==> src/rtl/serdes_frame_link_if.sv <==
// Purpose: bundles the user-side handshake and the serial line pins of serdes_frame_link.
// Signals:
//   tx_data/tx_valid/tx_ready       word handshake into the transmitter
//   dataout/datain                  serial line out / in, idle high
//   rx_data/rx_valid                last good received word, 1-cycle update pulse
//   rx_parity_err/rx_frame_err      1-cycle error pulses
//   err_count/err_clear             saturating bad-frame counter and its synchronous clear
// Modports: slave = link endpoint, master = user logic / line driver.
interface serdes_frame_link_if #(
  parameter int unsigned DATA_W    = 4,
  parameter int unsigned ERR_CNT_W = 4
);
  logic [DATA_W-1:0]    tx_data;
  logic                 tx_valid;
  logic                 tx_ready;
  logic                 dataout;
  logic                 datain;
  logic [DATA_W-1:0]    rx_data;
  logic                 rx_valid;
  logic                 rx_parity_err;
  logic                 rx_frame_err;
  logic [ERR_CNT_W-1:0] err_count;
  logic                 err_clear;

  modport slave (
    input  tx_data, tx_valid, datain, err_clear,
    output tx_ready, dataout, rx_data, rx_valid, rx_parity_err, rx_frame_err, err_count
  );

  modport master (
    output tx_data, tx_valid, datain, err_clear,
    input  tx_ready, dataout, rx_data, rx_valid, rx_parity_err, rx_frame_err, err_count
  );
endinterface

==> src/rtl/serdes_frame_link.sv <==
// Purpose: single-wire serial link endpoint. TX frames and serialises a word
// (start 0, payload LSB first, optional even parity, stop 1); RX synchronises the
// line, deframes, checks parity/stop and counts bad frames. One bit per clkin cycle.
// Ports:
//   clkin  clock, all logic on rising edge
//   rstin  asynchronous active-high reset
//   link   serdes_frame_link_if.slave: tx handshake, serial pins, rx word/pulses, error counter
module serdes_frame_link #(
  parameter int unsigned DATA_W    = 4,
  parameter int unsigned PARITY_EN = 1,
  parameter int unsigned ERR_CNT_W = 4
) (
  input logic                 clkin,
  input logic                 rstin,
  serdes_frame_link_if.slave  link
);

  localparam int unsigned CNT_W = (DATA_W > 1) ? $clog2(DATA_W) : 1;
  localparam logic [CNT_W-1:0]     CNT_LAST = CNT_W'(DATA_W - 1);
  localparam logic [ERR_CNT_W-1:0] ERR_MAX  = {ERR_CNT_W{1'b1}};

  // TX state names describe the bit currently on dataout
  localparam logic [2:0] TX_IDLE   = 3'd0;
  localparam logic [2:0] TX_START  = 3'd1;
  localparam logic [2:0] TX_DATA   = 3'd2;
  localparam logic [2:0] TX_PARITY = 3'd3;
  localparam logic [2:0] TX_STOP   = 3'd4;

  // RX state names describe the bit expected on the synchronised line
  localparam logic [2:0] RX_BREAK  = 3'd0;
  localparam logic [2:0] RX_IDLE   = 3'd1;
  localparam logic [2:0] RX_DATA   = 3'd2;
  localparam logic [2:0] RX_PARITY = 3'd3;
  localparam logic [2:0] RX_STOP   = 3'd4;

  logic [2:0]        tx_state, tx_state_nxt;
  logic [CNT_W-1:0]  tx_cnt, tx_cnt_nxt;
  logic [DATA_W-1:0] tx_shift, tx_shift_nxt;
  logic              tx_par, tx_par_nxt;
  logic              dataout_q, dataout_nxt;
  logic              tx_ready_q, tx_ready_nxt;

  logic                 sync1, sync2;
  logic [2:0]           rx_state, rx_state_nxt;
  logic [CNT_W-1:0]     rx_cnt, rx_cnt_nxt;
  logic [DATA_W-1:0]    rx_shift, rx_shift_nxt;
  logic                 rx_par, rx_par_nxt;
  logic [DATA_W-1:0]    rx_data_q, rx_data_nxt;
  logic                 rx_valid_q, rx_valid_nxt;
  logic                 rx_perr_q, rx_perr_nxt;
  logic                 rx_ferr_q, rx_ferr_nxt;
  logic [ERR_CNT_W-1:0] err_count_q, err_count_nxt;
  logic                 rx_par_bad;

  // Running parity over payload and parity bit must be zero for even parity
  assign rx_par_bad = (PARITY_EN != 0) && rx_par;

  // State and output registers; line-side flops reset to the idle level
  always_ff @(posedge clkin or posedge rstin) begin
    if (rstin) begin
      tx_state    <= TX_IDLE;
      tx_cnt      <= '0;
      tx_shift    <= '0;
      tx_par      <= 1'b0;
      dataout_q   <= 1'b1;
      tx_ready_q  <= 1'b1;
      sync1       <= 1'b1;
      sync2       <= 1'b1;
      rx_state    <= RX_BREAK;
      rx_cnt      <= '0;
      rx_shift    <= '0;
      rx_par      <= 1'b0;
      rx_data_q   <= '0;
      rx_valid_q  <= 1'b0;
      rx_perr_q   <= 1'b0;
      rx_ferr_q   <= 1'b0;
      err_count_q <= '0;
    end else begin
      tx_state    <= tx_state_nxt;
      tx_cnt      <= tx_cnt_nxt;
      tx_shift    <= tx_shift_nxt;
      tx_par      <= tx_par_nxt;
      dataout_q   <= dataout_nxt;
      tx_ready_q  <= tx_ready_nxt;
      sync1       <= link.datain;
      sync2       <= sync1;
      rx_state    <= rx_state_nxt;
      rx_cnt      <= rx_cnt_nxt;
      rx_shift    <= rx_shift_nxt;
      rx_par      <= rx_par_nxt;
      rx_data_q   <= rx_data_nxt;
      rx_valid_q  <= rx_valid_nxt;
      rx_perr_q   <= rx_perr_nxt;
      rx_ferr_q   <= rx_ferr_nxt;
      err_count_q <= err_count_nxt;
    end
  end

  // TX next state: word and its parity are latched at accept, so later tx_data changes are ignored
  always_comb begin
    tx_state_nxt = tx_state;
    tx_cnt_nxt   = tx_cnt;
    tx_shift_nxt = tx_shift;
    tx_par_nxt   = tx_par;
    dataout_nxt  = 1'b1;
    tx_ready_nxt = 1'b0;
    case (tx_state)
      TX_IDLE: begin
        tx_ready_nxt = 1'b1;
        if (link.tx_valid && tx_ready_q) begin
          tx_shift_nxt = link.tx_data;
          tx_par_nxt   = ^link.tx_data;
          tx_state_nxt = TX_START;
          dataout_nxt  = 1'b0;
          tx_ready_nxt = 1'b0;
        end
      end
      TX_START: begin
        tx_state_nxt = TX_DATA;
        tx_cnt_nxt   = '0;
        dataout_nxt  = tx_shift[0];
        tx_shift_nxt = tx_shift >> 1;
      end
      TX_DATA: begin
        if (tx_cnt == CNT_LAST) begin
          if (PARITY_EN != 0) begin
            tx_state_nxt = TX_PARITY;
            dataout_nxt  = tx_par;
          end else begin
            tx_state_nxt = TX_STOP;
          end
        end else begin
          tx_cnt_nxt   = tx_cnt + CNT_W'(1);
          dataout_nxt  = tx_shift[0];
          tx_shift_nxt = tx_shift >> 1;
        end
      end
      TX_PARITY: begin
        tx_state_nxt = TX_STOP;
      end
      TX_STOP: begin
        tx_state_nxt = TX_IDLE;
        tx_ready_nxt = 1'b1;
      end
      default: begin
        tx_state_nxt = TX_IDLE;
        tx_ready_nxt = 1'b1;
      end
    endcase
  end

  // RX next state: BREAK holds off start detection until the line has returned high
  always_comb begin
    rx_state_nxt  = rx_state;
    rx_cnt_nxt    = rx_cnt;
    rx_shift_nxt  = rx_shift;
    rx_par_nxt    = rx_par;
    rx_data_nxt   = rx_data_q;
    rx_valid_nxt  = 1'b0;
    rx_perr_nxt   = 1'b0;
    rx_ferr_nxt   = 1'b0;
    err_count_nxt = err_count_q;
    case (rx_state)
      RX_BREAK: begin
        if (sync2) rx_state_nxt = RX_IDLE;
      end
      RX_IDLE: begin
        if (!sync2) begin
          rx_state_nxt = RX_DATA;
          rx_cnt_nxt   = '0;
          rx_par_nxt   = 1'b0;
        end
      end
      RX_DATA: begin
        rx_shift_nxt = (rx_shift >> 1) | (DATA_W'(sync2) << (DATA_W - 1));
        rx_par_nxt   = rx_par ^ sync2;
        if (rx_cnt == CNT_LAST) begin
          rx_state_nxt = (PARITY_EN != 0) ? RX_PARITY : RX_STOP;
        end else begin
          rx_cnt_nxt = rx_cnt + CNT_W'(1);
        end
      end
      RX_PARITY: begin
        rx_par_nxt   = rx_par ^ sync2;
        rx_state_nxt = RX_STOP;
      end
      RX_STOP: begin
        rx_perr_nxt = rx_par_bad;
        if (sync2) begin
          rx_state_nxt = RX_IDLE;
          if (!rx_par_bad) begin
            rx_data_nxt  = rx_shift;
            rx_valid_nxt = 1'b1;
          end
        end else begin
          rx_ferr_nxt  = 1'b1;
          rx_state_nxt = RX_BREAK;
        end
        // One increment per bad frame, even when both flags fire
        if ((rx_par_bad || !sync2) && (err_count_q != ERR_MAX)) begin
          err_count_nxt = err_count_q + ERR_CNT_W'(1);
        end
      end
      default: begin
        rx_state_nxt = RX_BREAK;
      end
    endcase
    // Clear takes priority over a coincident increment
    if (link.err_clear) err_count_nxt = '0;
  end

  assign link.dataout       = dataout_q;
  assign link.tx_ready      = tx_ready_q;
  assign link.rx_data       = rx_data_q;
  assign link.rx_valid      = rx_valid_q;
  assign link.rx_parity_err = rx_perr_q;
  assign link.rx_frame_err  = rx_ferr_q;
  assign link.err_count     = err_count_q;

endmodule
==> src/flat_wrapper.sv <==
// flat-port wrapper written by rule: the top's interface ports become plain ports
module serdes_frame_link_flat 
#(
  parameter int unsigned DATA_W    = 4,
  parameter int unsigned PARITY_EN = 1,
  parameter int unsigned ERR_CNT_W = 4
)
  (clkin, rstin, link_tx_data, link_tx_valid, link_datain, link_err_clear, link_tx_ready, link_dataout, link_rx_data, link_rx_valid, link_rx_parity_err, link_rx_frame_err, link_err_count);
  serdes_frame_link_if #(.DATA_W(DATA_W), .ERR_CNT_W(ERR_CNT_W)) link_i ();
  input logic clkin;
  input logic rstin;
  input wire logic [$bits(link_i.tx_data)-1:0] link_tx_data;
  input wire logic [$bits(link_i.tx_valid)-1:0] link_tx_valid;
  input wire logic [$bits(link_i.datain)-1:0] link_datain;
  input wire logic [$bits(link_i.err_clear)-1:0] link_err_clear;
  output wire logic [$bits(link_i.tx_ready)-1:0] link_tx_ready;
  output wire logic [$bits(link_i.dataout)-1:0] link_dataout;
  output wire logic [$bits(link_i.rx_data)-1:0] link_rx_data;
  output wire logic [$bits(link_i.rx_valid)-1:0] link_rx_valid;
  output wire logic [$bits(link_i.rx_parity_err)-1:0] link_rx_parity_err;
  output wire logic [$bits(link_i.rx_frame_err)-1:0] link_rx_frame_err;
  output wire logic [$bits(link_i.err_count)-1:0] link_err_count;
  assign link_i.tx_data = link_tx_data;
  assign link_i.tx_valid = link_tx_valid;
  assign link_i.datain = link_datain;
  assign link_i.err_clear = link_err_clear;
  assign link_tx_ready = link_i.tx_ready;
  assign link_dataout = link_i.dataout;
  assign link_rx_data = link_i.rx_data;
  assign link_rx_valid = link_i.rx_valid;
  assign link_rx_parity_err = link_i.rx_parity_err;
  assign link_rx_frame_err = link_i.rx_frame_err;
  assign link_err_count = link_i.err_count;
  serdes_frame_link #(.DATA_W(DATA_W), .PARITY_EN(PARITY_EN), .ERR_CNT_W(ERR_CNT_W)) u_core (.clkin(clkin), .rstin(rstin), .link(link_i));
endmodule
==> config.mk <==
export PLATFORM = sky130hd
export DESIGN_NAME = serdes_frame_link_flat
export DESIGN_NICKNAME = d
export VERILOG_FILES = /design/src/rtl/serdes_frame_link_if.sv /design/src/rtl/serdes_frame_link.sv /design/src/flat_wrapper.sv
export SDC_FILE = /design/constraint.sdc
export NUM_CORES = 1
export LEC_CHECK = 0
export BUFFER_PORTS_ARGS = -buffer_cell sky130_fd_sc_hd__buf_2
export CAP_MARGIN = 20
export CORE_MARGIN = 3
export CORE_UTILIZATION = 30
export DETAILED_ROUTE_END_ITERATION = 8
export PLACE_DENSITY = 0.48
export SYNTH_ARGS = -nofsm -noshare
export SYNTH_HDL_FRONTEND = slang
export SYNTH_SLANG_ARGS = --single-unit
export TNS_END_PERCENT = 1
==> constraint.sdc <==
create_clock -name clkin -period 1.5 [get_ports clkin]
set_input_delay 0.375 -clock clkin [delete_from_list [all_inputs] [get_ports clkin]]
set_output_delay 0.375 -clock clkin [all_outputs]
set_load 0.02 [all_outputs]
Word-level counts from Yosys, hierarchy flattened
Index checks and enable logic that the tools add are counted.
{ "classes": {"magnitude_cmp": 0, "bitwise_logic": 3, "n_reduce_logical": 24, "shifts": 0, "eq_ne": 17, "multipliers": 0, "n_div": 0, "n_addsub": 3, "n_mux": 31} }
{ "ops": {"columns": ["operator", "n"], "rows": [
  ["$mux 4", 5],
  ["$mux 3", 5],
  ["$pmux 3 s5", 1],
  ["$eq 3x2->1 const B", 4],
  ["$pmux 3 s4", 1],
  ["$pmux 4 s3", 1],
  ["$reduce_and 3->1", 4],
  ["$mux 1", 10],
  ["$reduce_and 2->1", 5],
  ["$reduce_bool 2->1", 5],
  ["$ne 2x1->1 const B", 4],
  ["$pmux 2 s2", 2],
  ["$eq 3x1->1 const B", 2],
  ["$logic_not 3->1", 2],
  ["$mux 2", 3],
  ["$ne 2x2->1 const B", 3],
  ["$add 2x1->2 const B", 2],
  ["$add 4x1->4 const B", 1],
  ["$eq 2x2->1 const B", 2],
  ["$ne 4x4->1 const B", 1],
  ["$or 3x4->4", 1],
  ["$pmux 1 s2", 2],
  ["$reduce_xor 4->1", 1],
  ["$eq 3x3->1 const B", 1],
  ["other kinds (9)", 10]
]} }
{ "word_totals": {"wordCells": 95, "ff_bits": 35, "n_memories": 0, "romBits": 0, "inputBits": 9, "latch_bits": 0, "ramBits": 0} }

Longest topological paths before layout
{ "depth": {"ltp_word": 6, "ltp_mapped": 6} }

Worst setup path after synthesis
Ideal clock, no wire load.
{ "synth_timing": {"path_type": "register -> register", "startpoint": "register u_core.tx_cnt[0]", "endpoint": "register u_core.tx_shift[0]", "path_stages_with_launch": 6, "synth_period_minus_slack_ns": 1.523, "slack_ns": -0.023, "arrival_ns": 1.398, "path_cell_list": "dfrtp_1 -> ha_1 -> nor2_1 -> mux2i_4 -> nor2_1 -> mux2_2"} }
{ "synth_via": {"elab_chain_cells": 3} }
{ "synth_rtl": {"columns": ["item", "line", "text"], "rows": [
  ["from (decl)", "serdes_frame_link.sv:37", "logic [CNT_W-1:0] tx_cnt, tx_cnt_nxt;"],
  ["from (signal assigned)", "serdes_frame_link.sv:80", "tx_cnt <= tx_cnt_nxt;"],
  ["$eq 2x2->1", "serdes_frame_link.sv:125", "if (tx_cnt == CNT_LAST) begin"],
  ["$ne 2x2->1 (no source line)", null, null],
  ["$reduce_and 3->1 (no source line)", null, null],
  ["to (signal assigned)", "serdes_frame_link.sv:81", "tx_shift <= tx_shift_nxt;"],
  ["to (decl)", "serdes_frame_link.sv:38", "logic [DATA_W-1:0] tx_shift, tx_shift_nxt;"]
]} }
No other way between the ends.
A chain may end at the register's enable or synchronous reset.

Worst setup path after layout
{ "layout_timing": {"startpoint": "register u_core.rx_cnt[0]", "endpoint": "register u_core.rx_cnt[0]"} }
{ "layout_via": {"elab_chain_cells": 3} }
{ "layout_rtl": {"columns": ["item", "line", "text"], "rows": [
  ["from (decl)", "serdes_frame_link.sv:45", "logic [CNT_W-1:0] rx_cnt, rx_cnt_nxt;"],
  ["from (signal assigned)", "serdes_frame_link.sv:88", "rx_cnt <= rx_cnt_nxt;"],
  ["$add 2x1->2 / $eq 2x2->1 (equally long branches)", "serdes_frame_link.sv:180, serdes_frame_link.sv:177", null],
  ["$mux 2 / $ne 2x2->1 (equally long branches)", null, null],
  ["$pmux 2 s2 / $reduce_and 3->1 (equally long branches)", null, null]
]} }
Parallel ways exist; a longest one is shown, timed or not. The select of a mux whose other input is x is not followed.

==> summary.md <==
| Metric | Value |
|---|---|
| CTS root buf | `clkbuf_8` |
| Final Max Tran Viols | `0` |
| Global-route wire length before repair | `4940 µm` |
| Comb pwr share | `41.4%` |
| Routed Antenna Nets | `0` |
| Ys async rst share | `100%` |
| Die area | `0.00633 mm²` |
| Post-route cell area | `0.00202 mm²` |
| Crit end category | `flip-flop` |
| Initial Utilization | `31.4%` |
| Final setup vio count | `0` |
| Layout area overhead | `24.3%` |
| Switching pwr | `1.38 mW` |
| Sequential share of power | `37.7%` |
| Switching Share | `33.2%` |
| Post-synth EDFFs | `0` |
| Leakage | `0.965 nW` |
| P_int | `2.79 mW` |
| Max clock buf depth | `2` |
| Post-Route WL | `2900 µm` |
| M2 GR Usage | `15.7%` |
| I/O Buffers | `21` |
| Syn. warnings | `0` |
| Via count | `1084` |
| Unrepaired setup endpoints after global routing | `yes` |
| Die width | `79.6 µm` |
| Placed cell area | `0.00185 mm²` |
| Critical Path Sink | `u_core.rx_cnt[0]$_DFFE_PP0P_` |
| # rows | `26` |
| Final min period | `1.48 ns` |
| Pre-antenna DRT Iters | `4` |
| Critical path class | `reg2reg` |
| FF-to-FF setup slack | `0.02 ns` |
| Seq/Total Area, Yosys | `54.3%` |
| Layout cells sized above 1 | `42.8%` |
| Clock sink total | `35` |
| Fmax | `676 MHz` |
| Skew final | `0.00225 ns` |
| Met1 global-route usage | `12.6%` |
| Worst path required time | `1.67 ns` |
| Reg-to-reg startpoint | `u_core.rx_cnt[0]$_DFFE_PP0P_` |
| HPWL Detailed | `2080 µm` |
| Vias in the first global route | `1024` |
| Flop and latch count out of synthesis | `35` |
| Drt drc | `0` |
| DRT iter0 DRCs | `44` |
| Pwr/cell area | `2070 mW/mm²` |
| Number of max-cap violations | `0` |
| Worst Path Arrival | `1.65 ns` |
| Clk_lat worst skew | `0.28 ns` |
| Tightest Pin Transition | `0.430 ns` |
| Global route hottest layer | `met2` |
| Die Span Y | `79.6 µm` |
| Remaining global-route overflow | `0` |
| CTS tree | `yes` |
| Post-DR wirelength/cell | `12.3 µm` |
| Antenna violations before repair | `0` |
| Syn nets | `144` |
| Critical Path Source | `u_core.rx_cnt[0]$_DFFE_PP0P_` |
| Via density | `4.59` |
| Number of hold buffers added after CTS | `0` |
| Clock Power Share | `20.9%` |
| HP Class | `in2async` |
| Sum Neg Setup Slack | `0 ns` |
| Final period utilization | `98.7%` |
| Top_reg_cell synth | `dfrtp_1` |
| Worst vdd ir | `0.000878 V` |
| IO Count | `22` |
| Cell count after synthesis | `131` |
| Clock Pin Slew Worst Setup and Hold Paths | `0.07 ns` |
| Hold Violations, Final | `0` |
| Worst Path Max Fanout | `3` |
| Post-synth cell types | `35` |
| GR Layer Usage met3 | `4.18%` |
| GRT Total Usage | `10.2%` |
| Reg2reg end | `u_core.rx_cnt[0]$_DFFE_PP0P_` |
| Final WS setup | `0.0197 ns` |
| Area of the core | `0.00517 mm²` |
| # diodes | `0` |
| WHS | `0.173 ns` |
| Cts bufs inserted | `5` |
| Cells on worst reg2reg path | `4` |
| Layout Nets | `178` |
| Syn Area/Cell | `12.4 µm²` |
| Largest net degree at the start of global routing | `36` |
| Max transition margin | `71.4%` |
| Status | `finished, final reports clean` |
| Worst setup SP type | `flip-flop` |
| Mapped cell area | `0.00162 mm²` |
| CTS H-tree lvls | `2` |
| Gpl congestion | `0.714` |
| Setup WS pre-CTS | `-0.0373 ns` |
[worst max-delay path: stages (launching register included)]
cell	delay (ns)
dfrtp_1	0.40
ha_1	0.21
or3b_1	0.35
a21o_1	0.18
a22o_1	0.23
[cell families (layout without fill, tap and decap cells)]
| family | count (synthesis) | in the layout | share of synthesized area [%] |
|---|---|---|---|
| and+or+nand+nor | 36 | 36 | 13.6 |
| DFF | 35 | 35 | 54.3 |
| AOI/OAI and AO/OA | 26 | 26 | 10.9 |
| muxes | 16 | 16 | 11.8 |
| buffers and inverters | 9 | 44 | 3.70 |
| xor gates and xnor gates | 5 | 5 | 2.70 |
| adders and majority gates | 4 | 4 | 3.08 |
[worst min path at each step]
stage,from,end
2_1_floorplan,u_core.sync1$_DFF_PP1_,u_core.sync2$_DFF_PP1_
3_3_place_gp,u_core.sync1$_DFF_PP1_,u_core.sync2$_DFF_PP1_
3_5_place_dp,u_core.sync1$_DFF_PP1_,u_core.sync2$_DFF_PP1_
4_1_cts,link_datain,u_core.sync1$_DFF_PP1_
5_1_grt,link_datain,u_core.sync1$_DFF_PP1_
6_report,rstin,u_core.tx_shift[0]$_DFFE_PP0P_
[what timing repair did]
| item | CTS | global route |
|---|---|---|
| pin swaps | 3 | 1 |
| gates resized for setup | 2 | 11 |
| setup buffers | 1 | 0 |
| setup endpoints to repair | 5 | 11 |
[final cells by class]
class	count	area [µm²]
inverters	4	15.0
clock buffers	6	82.6
fillers	509	3160
repair buffers	32	188
multi-input cells	87	724
flip-flops and latches	35	885
clock inverters	2	35.0
well taps	70	87.6
[Yosys cell counts, types with 2 or more instances]
cell type | number | share of area [%]
a21o_1 | 3 | 1.4
a21oi_1 | 7 | 2.2
a22o_1 | 4 | 2.2
and2_1 | 4 | 1.5
buf_6 | 3 | 2.1
dfrtp_1 | 31 | 48
dfstp_2 | 4 | 6.5
ha_1 | 4 | 3.1
inv_1 | 4 | 0.92
mux2_2 | 15 | 10
nand2_1 | 5 | 1.2
nand2b_1 | 2 | 0.77
nand3_1 | 3 | 0.92
nor2_1 | 8 | 1.9
nor2b_1 | 3 | 1.2
nor3_1 | 3 | 0.92
o21ai_0 | 5 | 1.5
o21bai_1 | 2 | 0.92
or3b_1 | 2 | 1.1
xnor2_1 | 4 | 2.2
[power groups by stage]
stage	Combinational, mW	Clock, mW	Sequential (mW)
2_1_floorplan	1.21	0	1.56
3_3_place_gp	1.53	0	1.54
3_5_place_dp	1.59	0	1.57
4_1_cts	1.61	0.908	1.55
5_1_grt	1.90	0.958	1.62
6_report	1.72	0.873	1.57
[per-stage QoR]
step,utilization (%),cells,power [mW]
after floorplan,-,131,2.77
after global routing,39.0,236,4.48
after CTS,38.2,236,4.07
final,39.0,236,4.17
after detailed placement,35.7,227,3.16
after global placement,35.7,227,3.08
[cell usage in the layout (no fill, tap or decap), drive strengths merged, types with 2 or more instances in the layout]
cell,synthesis,layout
dfstp,4,4
nor2b,3,3
nand2,5,5
clkbuf,1,6
inv,4,4
nand3,3,3
nor2,8,8
or3b,2,2
dfrtp,31,31
xnor2,4,4
a21oi,7,7
nand2b,2,2
a21o,3,3
o21ai,5,5
and2,4,4
o21bai,2,2
ha,4,4
a22o,4,4
nor3,3,3
mux2,15,15
buf,4,32
[routing by layer]
metal	vias to the layer above	share of wire [%]	routed length, µm
met3	6	5.0	145
met2	21	47	1360
met5	-	0	0
met4	0	1.7	48
li1	534	-	-
met1	523	46	1340
[sequential cells by signal, summed over array words and instances (netlist names)]
register	flops
u_core.tx_cnt	2
u_core.rx_state	3
u_core.rx_cnt	2
u_core.link.rx_data	4
u_core.link.rx_parity_err	1
u_core.rx_shift	4
u_core.sync2	1
u_core.link.rx_frame_err	1
u_core.link.dataout	1
u_core.tx_par	1
u_core.sync1	1
u_core.tx_state	3
u_core.rx_par	1
u_core.link.rx_valid	1
u_core.link.tx_ready	1
u_core.link.err_count	4
u_core.tx_shift	4
No activity file was read; power rests on OpenSTA's default activity.
